===== config.mk =====
export PLATFORM = sky130hd
export DESIGN_NAME = sync_word_sender
export DESIGN_NICKNAME = d
export VERILOG_FILES = /design/src/rtl/sync_word_sender.sv
export SDC_FILE = /design/constraint.sdc
export NUM_CORES = 1
export LEC_CHECK = 0
export CAP_MARGIN = 0
export CORE_UTILIZATION = 45
export CTS_CLUSTER_SIZE = 14
export DETAILED_ROUTE_END_ITERATION = 8
export PLACE_DENSITY = 0.72
export SYNTH_ARGS = -nofsm -noshare
export SYNTH_HDL_FRONTEND = slang
export SYNTH_SLANG_ARGS = --single-unit

===== constraint.sdc =====
create_clock -name clk -period 4.4 [get_ports clk]
set_input_delay 0.88 -clock clk [delete_from_list [all_inputs] [get_ports clk]]
set_output_delay 0.88 -clock clk [all_outputs]
set_load 0.01 [all_outputs]

===== src/rtl/sync_word_sender.sv =====
// Transmit-side source for the sync-word link: buffers upstream words in a small FIFO
// and emits each one with a single-cycle strobe, holding the word across the receiver's capture edge.
module sync_word_sender #(
  parameter int unsigned DEPTH = 4,
  parameter int unsigned GAP   = 1,
  parameter int unsigned CW    = 3
) (
  input  logic          clk,
  input  logic          GlobalReset,
  input  logic [31:0]   data_i,
  input  logic          valid_i,
  output logic          ready_o,
  output logic [31:0]   sync_o,
  output logic          srdyo,
  output logic [CW-1:0] count_o,
  output logic          overflow_o
);

  localparam int unsigned AW = (DEPTH > 1) ? $clog2(DEPTH) : 1;
  localparam int unsigned GW = (GAP > 1) ? $clog2(GAP) : 1;

  localparam logic [1:0] S_IDLE  = 2'd0;
  localparam logic [1:0] S_SEND  = 2'd1;
  localparam logic [1:0] S_GAPW  = 2'd2;
  localparam logic [1:0] S_READY = 2'd3;

  logic [31:0]   r_mem [DEPTH];
  logic [AW-1:0] r_wptr;
  logic [AW-1:0] r_rptr;
  logic [CW-1:0] r_count;
  logic [1:0]    r_state;
  logic [GW-1:0] r_gap;
  logic [31:0]   r_sync;
  logic          r_srdy;
  logic          r_ovf;

  logic          w_push;
  logic          w_load;
  logic          w_nonempty;
  logic [1:0]    w_state_nxt;
  logic [GW-1:0] w_gap_nxt;

  // ready is combinational from the registered count, so a push never lands in a full FIFO
  assign ready_o    = (r_count < CW'(DEPTH));
  assign w_push     = valid_i & ready_o;
  assign w_nonempty = (r_count != '0);

  assign sync_o     = r_sync;
  assign srdyo      = r_srdy;
  assign count_o    = r_count;
  assign overflow_o = r_ovf;

  // Pacing FSM: a load edge pulses the strobe, then GAP low cycles before the next load.
  always_comb begin
    w_state_nxt = r_state;
    w_gap_nxt   = r_gap;
    w_load      = 1'b0;
    case (r_state)
      S_IDLE: begin
        if (w_nonempty) begin
          w_load      = 1'b1;
          w_state_nxt = S_SEND;
        end
      end
      S_SEND: begin
        w_gap_nxt   = GW'(GAP - 1);
        w_state_nxt = (GAP == 1) ? S_READY : S_GAPW;
      end
      S_GAPW: begin
        w_gap_nxt = r_gap - GW'(1);
        if (r_gap <= GW'(1)) begin
          w_state_nxt = S_READY;
        end
      end
      S_READY: begin
        if (w_nonempty) begin
          w_load      = 1'b1;
          w_state_nxt = S_SEND;
        end else begin
          w_state_nxt = S_IDLE;
        end
      end
      default: w_state_nxt = S_IDLE;
    endcase
  end

  always_ff @(posedge clk) begin
    if (GlobalReset) begin
      r_state <= S_IDLE;
      r_gap   <= '0;
      r_sync  <= '0;
      r_srdy  <= 1'b0;
    end else begin
      r_state <= w_state_nxt;
      r_gap   <= w_gap_nxt;
      r_srdy  <= w_load;
      if (w_load) begin
        r_sync <= r_mem[r_rptr];
      end
    end
  end

  // FIFO storage carries no reset; only the pointers and count define validity
  always_ff @(posedge clk) begin
    if (w_push && !GlobalReset) begin
      r_mem[r_wptr] <= data_i;
    end
  end

  always_ff @(posedge clk) begin
    if (GlobalReset) begin
      r_wptr  <= '0;
      r_rptr  <= '0;
      r_count <= '0;
      r_ovf   <= 1'b0;
    end else begin
      if (w_push) begin
        r_wptr <= r_wptr + AW'(1);
      end
      if (w_load) begin
        r_rptr <= r_rptr + AW'(1);
      end
      case ({w_push, w_load})
        2'b10:   r_count <= r_count + CW'(1);
        2'b01:   r_count <= r_count - CW'(1);
        default: r_count <= r_count;
      endcase
      if (valid_i && !ready_o) begin
        r_ovf <= 1'b1;
      end
    end
  end

endmodule


==> results.cfg <==
[yosys]
synth_top_family_by_area = multiplexers
ys_top_cells_by_count = edfxtp_1, dfxtp_1, a22o_1, mux4_2, inv_1
synth_mux_area_share_pct = 11.6
syn_avg_cell_area_um2 = 20.0
synth_compound_area_share_pct = 5.82
syn_nets = 355
syn_inst = 311
synth-xor-area-share_pct = 0.422
yosysWarnings = 0
synthAdderAreaFrac_pct = 1.93
syn-cell-area_um2 = 6230
synth-seq-cells = 171
post-synth-top-count-cell = edfxtp_1
ys_seq_area_share_pct = 75.5
synth_cell_type_count = 26
synth_top_area_share_pct = 61.7
yosys_most_used_dff = edfxtp_1
yosys.area_share.simple_pct = 2.31
synth_top_area_cell = edfxtp_1
synth-edff-count = 128
synthTopCellsByArea = edfxtp_1, dfxtp_1, mux4_2
ys_async_sr_fraction_pct = 0

[layout]
drive_gt1_share_pct = 17.9
area_growth_pct = 24.0
diodes = 0
layout.nets = 433

[timing]
slew_headroom_pct = 39.6
finalMaxSlewViolations = 0
final.setup_skew_ns = 0.00690
final-hold-violation-count = 0
worst_pin_slew_ns = 0.904
layout_min_cycle_time_ns = 2.63
period_share_pct = 59.8
setup_tns_ns = 0
fmaxAchievable_mhz = 380
rsz0062_at_grt = no
setup_viol = 0

[critical_path]
crit_slowest_cell = and2_2
crit_path_start_kind = primary input
worst-r2r-cell-count = 9
criticalPathCategory = primary input to flop
end_kind = flop
worst_path_largest_cell_delay_ns = 0.76
cp.required_ns = 4.44
cp_max_fo = 32
worstPathCellList = clkdlybuf4s50_1 -> nor2_1 -> and2_2
arrival_ns = 2.67
r2r_setup_slack_ns = 2.03

[clock_tree]
clock-sinks = 171
hold_buffers = 0
cts_tree = yes
clock_latency_ns = 0.42
cts-root-buf = clkbuf_16
post_cts_buffers = 0
cts_resized = 0
h-tree-depth = 4
cts_buffers = 17
cts_buffer_depth = 2
clk_pin_slew_worst_paths_ns = 0.06

[global_route]
grt_pass1_vias = 3177
grt.overflow.total = 0
antenna_found_initial = 0
grt_usage_pct = 16.6
grt_max_degree = 35
grt_pass1_wl_um = 16900

[routing]
antenna_left = 0
drc_errors = 0
wl_per_cell_um = 18.8
num_vias = 3032
routed_via_density = 5.25
drtIter0Drc = 178
wirelength_um = 10800
dr.pass1.iters = 4

[floorplan]
die_area_um2 = 14300
num_rows = 42
die_y_um = 120
die-width_um = 120
io_pins = 73
start_util_pct = 46.7
core_um2 = 13300

[power]
power.total_uw = 4820
power-per-cell-area_nw_per_um2 = 624
ir_worst_vdd_v = 0.000386
p_leak_uw = 0.00256

[hold_path]
min_path_cells = 1
holdCritPathClass = flop to flop

[place]
port_buffers = 72
place.gp.congestion = 0.687
hpwl_um = 6330

[run_status]
status = complete, no violations

[flow_run]
max_cap_viol_count = 0
-- logic make-up (layout without fill, tap and decap cells) --
group / count (synthesis) / count (layout)
AO/OA/AOI/OAI: 44 / 44
XOR/XNOR: 3 / 3
adder cells (fa/ha/maj): 9 / 9
buffers and inverters: 26 / 117
flip-flops: 171 / 171
multiplexers: 32 / 32
AND/OR/NAND/NOR: 26 / 26
-- power breakdown --
group	total (µW)	switching [µW]	internal, µW	leakage (µW)
clock	1570	563	1010	0.000312
sequential	2120	156	1960	0.00151
combinational	1130	515	617	0.000737
total	4820	1230	3580	0.00256
-- state kept, by name (all words and copies together) (netlist names) --
register,count
r_mem,128
sync_o,32
count_o,3
r_rptr,2
r_state,2
r_wptr,2
overflow_o,1
srdyo,1
-- layout by cell type, fill, tap and decap left out, types with 6 or more instances in the layout --
| master | instances |
|---|---|
| a21oi_1 | 6 |
| clkbuf_16 | 19 |
| ha_1 | 8 |
| inv_1 | 11 |
| dfxtp_1 | 41 |
| mux4_2 | 32 |
| nor2_1 | 10 |
| edfxtp_1 | 128 |
| a22o_1 | 32 |
| clkdlybuf4s50_1 | 72 |
-- metrics by stage --
step           setup slack [ns]  utilization, %  instance area, µm²  cells  hold WS, ns
6_report                   1.77            57.9                7720    578        0.473
3_5_place_dp               1.31            53.1                7090    546        0.462
2_1_floorplan              1.95               -                6230    311        0.460
4_1_cts                    1.77            57.9                7720    578        0.481
5_1_grt                    1.61            57.9                7720    578        0.497
3_3_place_gp               1.37            53.1                7090    546        0.459
-- critical path, delay by kind of cell --
family | cells | cell delay (ns)
buffers and inverters | 1 | 0.71
and+or+nand+nor | 2 | 1.05
-- metal layers --
layer  vias up  part of all wire (%)  GRT usage, %
li1       1400                     -             -
met1      1541                    45          21.6
met2        84                    49          25.7
met3         7                   5.0          4.28
met4         0                  0.91          8.91
met5         -                     0             0
-- path summary, 6_finish.rpt --
check                   start           end
hold / removal     sync_o[17]    sync_o[17]
setup / recovery  GlobalReset  r_mem[2][15]
setup reg to reg   r_state[0]    count_o[2]
hold reg to reg    sync_o[17]    sync_o[17]
-- layout make-up --
cell class | instances | area (µm²)
fillers | 994 | 5620
repair buffers | 74 | 736
flip-flops and latches | 171 | 4710
multi-input cells | 114 | 1390
inverters | 11 | 41.3
clock inverters | 5 | 100
clock buffers | 27 | 536
well taps | 176 | 220
Power figures use the tool's default switching activity.
